<file path="src/rtl/muldiv_pkg.sv">
// Shared encodings and helpers for the multiply/divide unit.
// Latency: n/a (declarations only).
// Backpressure: n/a.
package muldiv_pkg;

    localparam int MULDIV_ITERS = 32;

    localparam logic [1:0] OP_MULTU = 2'b00;
    localparam logic [1:0] OP_MULT  = 2'b01;
    localparam logic [1:0] OP_DIVU  = 2'b10;
    localparam logic [1:0] OP_DIV   = 2'b11;

    typedef enum logic [1:0] {
        ST_IDLE = 2'd0,
        ST_ITER = 2'd1,
        ST_FIX  = 2'd2
    } state_t;

    function automatic logic [31:0] neg_if(input logic [31:0] v, input logic n);
        return n ? (~v + 32'd1) : v;
    endfunction

endpackage

</file>
<file path="src/rtl/muldiv_ctrl_if.sv">
// Issue/result bundle between decode/hazard logic and the mul/div unit.
// Latency: n/a (wiring only).
// Backpressure: busy is the only stall signal; start while busy is dropped.
interface muldiv_ctrl_if;
    logic        start;
    logic [1:0]  op;
    logic [31:0] rs_data;
    logic [31:0] rt_data;
    logic        hi_we;
    logic        lo_we;
    logic [31:0] wdata;
    logic        busy;
    logic        done;
    logic        div_zero;
    logic [31:0] hi;
    logic [31:0] lo;

    modport master (
        output start, op, rs_data, rt_data, hi_we, lo_we, wdata,
        input  busy, done, div_zero, hi, lo
    );

    modport slave (
        input  start, op, rs_data, rt_data, hi_we, lo_we, wdata,
        output busy, done, div_zero, hi, lo
    );
endinterface

</file>
<file path="src/rtl/muldiv_step.sv">
// One shift-add multiply or restoring-divide iteration on the 64-bit working register.
// Latency: combinational.
// Backpressure: none.
module muldiv_step (
    input  logic        is_div,
    input  logic [31:0] operand,
    input  logic [63:0] acc_in,
    output logic [63:0] acc_out
);
    logic [32:0] lhs;
    logic [32:0] rhs;
    logic [32:0] res;

    // Single 33-bit adder; subtract is add of the inverted operand plus carry-in.
    always_comb begin
        lhs     = is_div ? acc_in[63:31] : {1'b0, acc_in[63:32]};
        rhs     = {1'b0, operand} ^ {33{is_div}};
        res     = lhs + rhs + {32'd0, is_div};
        acc_out = acc_in;
        if (is_div) begin
            acc_out = res[32] ? {acc_in[62:0], 1'b0}
                              : {res[31:0], acc_in[30:0], 1'b1};
        end else begin
            acc_out = acc_in[0] ? {res, acc_in[31:1]}
                                : {1'b0, acc_in[63:32], acc_in[31:1]};
        end
    end
endmodule

</file>
<file path="src/rtl/muldiv_ctrl.sv">
// Multi-cycle MULT(U)/DIV(U) sequencer with HI/LO; signed ops when MULDIV_SIGNED_EN is defined.
// Latency: start at edge T, result in HI/LO at edge T+33, done pulses the following cycle.
// Backpressure: busy high while not IDLE; start, MTHI and MTLO are ignored while busy.
module muldiv_ctrl
    import muldiv_pkg::*;
#(
    parameter int ITERS = MULDIV_ITERS
) (
    input  logic         clk,
    input  logic         reset,
    muldiv_ctrl_if.slave bus
);
    localparam logic [5:0] LAST_CNT = 6'(ITERS - 1);

    state_t      state_q, state_d;
    logic [5:0]  cnt_q, cnt_d;
    logic        is_div_q, is_div_d;
    logic        dz_q, dz_d;
    logic [31:0] opnd_q, opnd_d;
    logic [63:0] acc_q, acc_d;
    logic [31:0] hi_q, hi_d;
    logic [31:0] lo_q, lo_d;
    logic        busy_q, busy_d;
    logic        done_q, done_d;
    logic        div_zero_q, div_zero_d;

    logic [63:0] step_out;
    logic [31:0] rs_mag, rt_mag;
    logic [63:0] prod_fix;
    logic [31:0] quo_fix, rem_fix;

    muldiv_step u_step (
        .is_div  (is_div_q),
        .operand (opnd_q),
        .acc_in  (acc_q),
        .acc_out (step_out)
    );

`ifdef MULDIV_SIGNED_EN
    logic neg_res_q, neg_res_d;
    logic neg_rem_q, neg_rem_d;
    logic rs_neg, rt_neg, op_signed;

    always_comb begin
        op_signed = (bus.op == OP_MULT) || (bus.op == OP_DIV);
        rs_neg    = op_signed & bus.rs_data[31];
        rt_neg    = op_signed & bus.rt_data[31];
        rs_mag    = neg_if(bus.rs_data, rs_neg);
        rt_mag    = neg_if(bus.rt_data, rt_neg);
        neg_res_d = neg_res_q;
        neg_rem_d = neg_rem_q;
        if (state_q == ST_IDLE && bus.start) begin
            neg_res_d = rs_neg ^ rt_neg;
            neg_rem_d = rs_neg;
        end
        prod_fix = neg_res_q ? (~acc_q + 64'd1) : acc_q;
        quo_fix  = neg_if(acc_q[31:0], neg_res_q);
        rem_fix  = neg_if(acc_q[63:32], neg_rem_q);
    end

    always_ff @(posedge clk) begin
        if (reset) begin
            neg_res_q <= 1'b0;
            neg_rem_q <= 1'b0;
        end else begin
            neg_res_q <= neg_res_d;
            neg_rem_q <= neg_rem_d;
        end
    end
`else
    always_comb begin
        rs_mag   = bus.rs_data;
        rt_mag   = bus.rt_data;
        prod_fix = acc_q;
        quo_fix  = acc_q[31:0];
        rem_fix  = acc_q[63:32];
    end
`endif

    always_comb begin
        state_d    = state_q;
        cnt_d      = cnt_q;
        is_div_d   = is_div_q;
        dz_d       = dz_q;
        opnd_d     = opnd_q;
        acc_d      = acc_q;
        hi_d       = hi_q;
        lo_d       = lo_q;
        done_d     = 1'b0;
        div_zero_d = 1'b0;
        case (state_q)
            ST_IDLE: begin
                if (bus.hi_we) hi_d = bus.wdata;
                if (bus.lo_we) lo_d = bus.wdata;
                if (bus.start) begin
                    is_div_d = (bus.op == OP_DIVU) || (bus.op == OP_DIV);
                    dz_d     = is_div_d && (bus.rt_data == 32'd0);
                    opnd_d   = is_div_d ? rt_mag : rs_mag;
                    acc_d    = {32'd0, (is_div_d ? rs_mag : rt_mag)};
                    cnt_d    = 6'd0;
                    state_d  = ST_ITER;
                end
            end
            ST_ITER: begin
                acc_d = step_out;
                cnt_d = cnt_q + 6'd1;
                if (cnt_q == LAST_CNT) state_d = ST_FIX;
            end
            ST_FIX: begin
                // Divide-by-zero leaves the dividend in the remainder naturally; only LO is forced.
                if (is_div_q) begin
                    hi_d = rem_fix;
                    lo_d = dz_q ? 32'hFFFF_FFFF : quo_fix;
                end else begin
                    {hi_d, lo_d} = prod_fix;
                end
                done_d     = 1'b1;
                div_zero_d = dz_q;
                state_d    = ST_IDLE;
            end
            default: state_d = ST_IDLE;
        endcase
        busy_d = (state_d != ST_IDLE);
    end

    always_ff @(posedge clk) begin
        if (reset) begin
            state_q    <= ST_IDLE;
            cnt_q      <= 6'd0;
            is_div_q   <= 1'b0;
            dz_q       <= 1'b0;
            opnd_q     <= 32'd0;
            acc_q      <= 64'd0;
            hi_q       <= 32'd0;
            lo_q       <= 32'd0;
            busy_q     <= 1'b0;
            done_q     <= 1'b0;
            div_zero_q <= 1'b0;
        end else begin
            state_q    <= state_d;
            cnt_q      <= cnt_d;
            is_div_q   <= is_div_d;
            dz_q       <= dz_d;
            opnd_q     <= opnd_d;
            acc_q      <= acc_d;
            hi_q       <= hi_d;
            lo_q       <= lo_d;
            busy_q     <= busy_d;
            done_q     <= done_d;
            div_zero_q <= div_zero_d;
        end
    end

    assign bus.busy     = busy_q;
    assign bus.done     = done_q;
    assign bus.div_zero = div_zero_q;
    assign bus.hi       = hi_q;
    assign bus.lo       = lo_q;
endmodule

</file>
<file path="src/flat_wrapper.sv">
// flat-port wrapper written by rule: the top's interface ports become plain ports
module muldiv_ctrl_flat import muldiv_pkg::*;
#(
    parameter int ITERS = MULDIV_ITERS
)
  (clk, reset, bus_start, bus_op, bus_rs_data, bus_rt_data, bus_hi_we, bus_lo_we, bus_wdata, bus_busy, bus_done, bus_div_zero, bus_hi, bus_lo);
  muldiv_ctrl_if bus_i ();
  input  logic clk;
  input  logic reset;
  input wire logic [$bits(bus_i.start)-1:0] bus_start;
  input wire logic [$bits(bus_i.op)-1:0] bus_op;
  input wire logic [$bits(bus_i.rs_data)-1:0] bus_rs_data;
  input wire logic [$bits(bus_i.rt_data)-1:0] bus_rt_data;
  input wire logic [$bits(bus_i.hi_we)-1:0] bus_hi_we;
  input wire logic [$bits(bus_i.lo_we)-1:0] bus_lo_we;
  input wire logic [$bits(bus_i.wdata)-1:0] bus_wdata;
  output wire logic [$bits(bus_i.busy)-1:0] bus_busy;
  output wire logic [$bits(bus_i.done)-1:0] bus_done;
  output wire logic [$bits(bus_i.div_zero)-1:0] bus_div_zero;
  output wire logic [$bits(bus_i.hi)-1:0] bus_hi;
  output wire logic [$bits(bus_i.lo)-1:0] bus_lo;
  assign bus_i.start = bus_start;
  assign bus_i.op = bus_op;
  assign bus_i.rs_data = bus_rs_data;
  assign bus_i.rt_data = bus_rt_data;
  assign bus_i.hi_we = bus_hi_we;
  assign bus_i.lo_we = bus_lo_we;
  assign bus_i.wdata = bus_wdata;
  assign bus_busy = bus_i.busy;
  assign bus_done = bus_i.done;
  assign bus_div_zero = bus_i.div_zero;
  assign bus_hi = bus_i.hi;
  assign bus_lo = bus_i.lo;
  muldiv_ctrl #(.ITERS(ITERS)) u_core (.clk(clk), .reset(reset), .bus(bus_i));
endmodule
</file>
<file path="config.mk">
export PLATFORM = sky130hd
export DESIGN_NAME = muldiv_ctrl_flat
export DESIGN_NICKNAME = d
export VERILOG_FILES = /design/src/rtl/muldiv_pkg.sv /design/src/rtl/muldiv_ctrl_if.sv /design/src/rtl/muldiv_step.sv /design/src/rtl/muldiv_ctrl.sv /design/src/flat_wrapper.sv
export SDC_FILE = /design/constraint.sdc
export NUM_CORES = 1
export LEC_CHECK = 0
export ABC_AREA = 0
export CORE_ASPECT_RATIO = 1.5
export CORE_UTILIZATION = 45
export DETAILED_ROUTE_END_ITERATION = 8
export GPL_TIMING_DRIVEN = 0
export PLACE_DENSITY = 0.78
export SYNTH_ARGS = -nofsm -noshare
export SYNTH_HDL_FRONTEND = slang
export SYNTH_HIERARCHICAL = 1
export SYNTH_SLANG_ARGS = --single-unit
</file>
<file path="constraint.sdc">
create_clock -name clk -period 4 [get_ports clk]
set_input_delay 1 -clock clk [delete_from_list [all_inputs] [get_ports clk]]
set_output_delay 1 -clock clk [all_outputs]
set_load 0.02 [all_outputs]
</file>
==> impl_metrics.py <==
metrics = {
    "layout": {
        "fillers": 2233,
        "drive_above_1_share_pct": 13.72,
        "mostFrequentLayoutCells": "nand2_1, dfxtp_1, clkdlybuf4s50_1",
        "layoutNonFillerInstCount": 1931,
        "final_common_cell": "nand2_1",
        "syn2layout_area_growth_pct": 26.42,
        "nets": 1726,
        "diodes": 0,
    },
    "clocking": {
        "cts_sinks": 173,
        "path_clk_slew_ns": 0.06,
        "cts_made_buffers": 17,
        "clk_latency_ns": 0.43,
        "cts_tree": "done",
        "htree_num_levels": 4,
        "clockBufferDepth": 2,
        "root_buffer": "clkbuf_16",
    },
    "timing": {
        "finalHoldViolations": 0,
        "slew_viol_final": 0,
        "fin_crit_sh_pct": 97.36,
        "setup_viol": 0,
        "skew_ns": 0.009633,
        "timing.fmax_mhz": 256.8,
        "layout_setup_ws_ns": 0.1058,
        "period_minus_slack_ns": 3.894,
        "worstMarginPinSlew_ns": 0.7222,
        "relSlewSlack_pct": 51.85,
    },
    "die": {
        "die_w_microns": 132.3,
        "die-height_microns": 197.4,
        "fp.coreArea_sq_mm": 0.02505,
        "dieArea_sq_mm": 0.02611,
        "start_util_pct": 45.73,
        "num_rows": 71,
        "ioPinCount": 170,
    },
    "drt": {
        "first_pass_iters": 5,
        "route.detailed.drc": 0,
        "first_iter_violations": 1096,
        "ant_nets": 0,
        "routedWlPerCell_microns": 21.53,
        "viasPerCell": 6.206,
        "num_vias": 11980,
        "wl_microns": 41570,
    },
    "grt": {
        "gr-usage-all-layers_pct": 31.28,
        "grt_max_degree": 17,
        "grt_pass1_wl_microns": 63860,
        "grt_pass1_vias": 11730,
        "overflow": 0,
        "antenna_found_initial": 0,
    },
    "place": {
        "place_inst": 1894,
        "pre_cts_slack_ns": -1.136,
        "place_congestion": 0.9636,
        "io_buffers": 168,
        "dp_hpwl_microns": 32580,
    },
    "critical_path": {
        "ff2ff_setup_slack_ns": 0.11,
        "worstPathMaxFanout": 10,
        "path_class": "flip-flop to flip-flop",
        "crit_required_ns": 4.32,
        "crit_path_end_kind": "flip-flop",
        "cp-start-kind": "flip-flop",
        "cp_data_arrival_time_ns": 4.21,
    },
    "pwr": {
        "peakVddDrop_mv": 0.3190,
        "power_density_mw_per_mm2": 343.8,
        "cellLeakagePower_uw": 0.005749,
    },
    "yosys": {
        "synth_area_per_cell_sq_um": 8.195,
        "syn-instance-count": 1398,
        "ys_ff_latch": 173,
        "synth.net_count": 1534,
        "syn_area_sq_mm": 0.01146,
        "yosys_warnings": 6,
        "synthFlopType": "dfxtp_1",
        "netlist-cell-type-count": 83,
        "synth_edf_count": 0,
        "ys_async_sr_fraction_pct": 0,
        "ys_seq_area_share_pct": 30.23,
    },
    "run_status": {
        "outcome": "complete, no violations",
    },
    "flow_run": {
        "cap_violations": 0,
    },
    "hold_path": {
        "min_path_type": "flip-flop to flip-flop",
    },
}
layout make-up:
class / count / area (sq um) / share of cell area, %
Multi-Input combinational cell: 1092 / 7574 / 52.29
Sequential cell: 173 / 3465 / 23.92
Clock buffer: 24 / 501.7 / 3.464
Clock inverter: 8 / 106.4 / 0.7343
Timing Repair Buffer: 173 / 1732 / 11.96
Inverter: 13 / 48.80 / 0.3369
Tap cell: 328 / 410.4 / 2.834
Buffer: 120 / 645.6 / 4.458
power by group:
part	internal [uW]	total (uW)	switching, uW
Combinational	567	1330	763
Sequential	1840	1950	110
Clock	1010	1700	695
Total	3410	4980	1570
metrics by stage:
| step | area [sq um] | setup TNS (ns) | power (uW) | util [%] | hold WS, ns |
|---|---|---|---|---|---|
| finish | 14480 | 0 | 4980 | 57.81 | 0.4511 |
| global route | 14480 | -0.04512 | 5159 | 57.81 | 0.4623 |
| CTS | 14360 | 0 | 4946 | 57.34 | 0.4532 |
| detailed placement | 13550 | -30.52 | 3235 | 54.09 | 0.4441 |
| global placement | 13550 | -30.23 | 3221 | 54.09 | 0.4416 |
| floorplan | 11460 | 0 | 2757 | - | 0.4487 |
flip-flops by register name, summed over array words and instances (netlist names), 2 cells and up:
name	flops
u_core/state_q	2
u_core/acc_q	64
u_core/opnd_q	32
u_core/cnt_q	6
u_core/bus.lo	32
u_core/bus.hi	32
routing by layer:
| metal | routed length, microns | global-route usage [%] | part of all wire (%) |
|---|---|---|---|
| met5 | 0 | 0 | 0 |
| met4 | 2430 | 19.07 | 5.8 |
| met3 | 2442 | 3.439 | 5.9 |
| met2 | 21030 | 56.63 | 51 |
| met1 | 15670 | 35.13 | 38 |
critical path, cell delays in order, from the launching register on:
cell	delay, ns
dfxtp_2	0.35
buf_6	0.14
clkbuf_4	0.24
clkbuf_4	0.27
xor2_1	0.24
ha_1	0.38
a21oi_2	0.24
o21ai_0	0.13
or4_1	0.44
a41oi_2	0.33
inv_1	0.09
or3_1	0.35
a41oi_1	0.24
o21ai_1	0.11
a22o_1	0.23
worst paths after layout:
path	startpoint	end	depth (start not counted)
setup / recovery	u_core/is_div_q	u_core/acc_q[63]	14
hold / removal	u_core/bus.lo[9]	u_core/bus.lo[9]	2
setup reg to reg	u_core/is_div_q	u_core/acc_q[63]	14
hold reg to reg	u_core/bus.lo[9]	u_core/bus.lo[9]	2
Yosys cell counts (all sizes together), types with 3 or more instances:
master    n  share of area (%)
a211oi   51                3.4
a21boi    3               0.20
a21o     18                1.2
a21oi   116                5.2
a221oi   10                1.3
a22o     33                2.5
a311oi   34                2.6
a31o      3               0.23
a31oi    15               0.82
and2      9               0.49
and4      4               0.31
buf      59                2.7
clkbuf   61                2.0
dfxtp   173                 30
ha       32                3.5
inv      13               0.43
mux2     57                5.6
mux2i    70                6.1
nand2   236                7.7
nand2b    6               0.33
nand3    12               0.52
nand3b    4               0.26
nand4    11               0.60
nor2    104                3.5
nor2b    16               0.87
nor3     12               0.52
nor4     10               0.55
o211a     3               0.26
o211ai   38                2.5
o21a      7               0.46
o21ai    30                1.3
o221ai   32                2.4
o22ai     3               0.16
o31ai     6               0.60
or2       4               0.22
or3       6               0.33
or4       4               0.26
xnor2    17                1.4
xor2     45                3.5
logic make-up (layout without fill, tap and decap cells):
| family | Yosys count | after routing | synth area share (%) |
|---|---|---|---|
| and+or+nand+nor | 446 | 446 | 17.03 |
| AOI/OAI and AO/OA | 424 | 424 | 27.30 |
| DFF | 173 | 173 | 30.23 |
| buffers and inverters | 133 | 338 | 5.177 |
| muxes | 127 | 127 | 11.72 |
| xor gates and xnor gates | 62 | 62 | 4.871 |
| adders and majority gates | 33 | 33 | 3.670 |
what timing repair did:
action,in CTS,in global routing
setup buffers,4,1
setup endpoints to repair,33,30
resized for setup,46,28
pin swaps,5,8
hold buffers,0,0
Power figures use the tool's default switching activity.
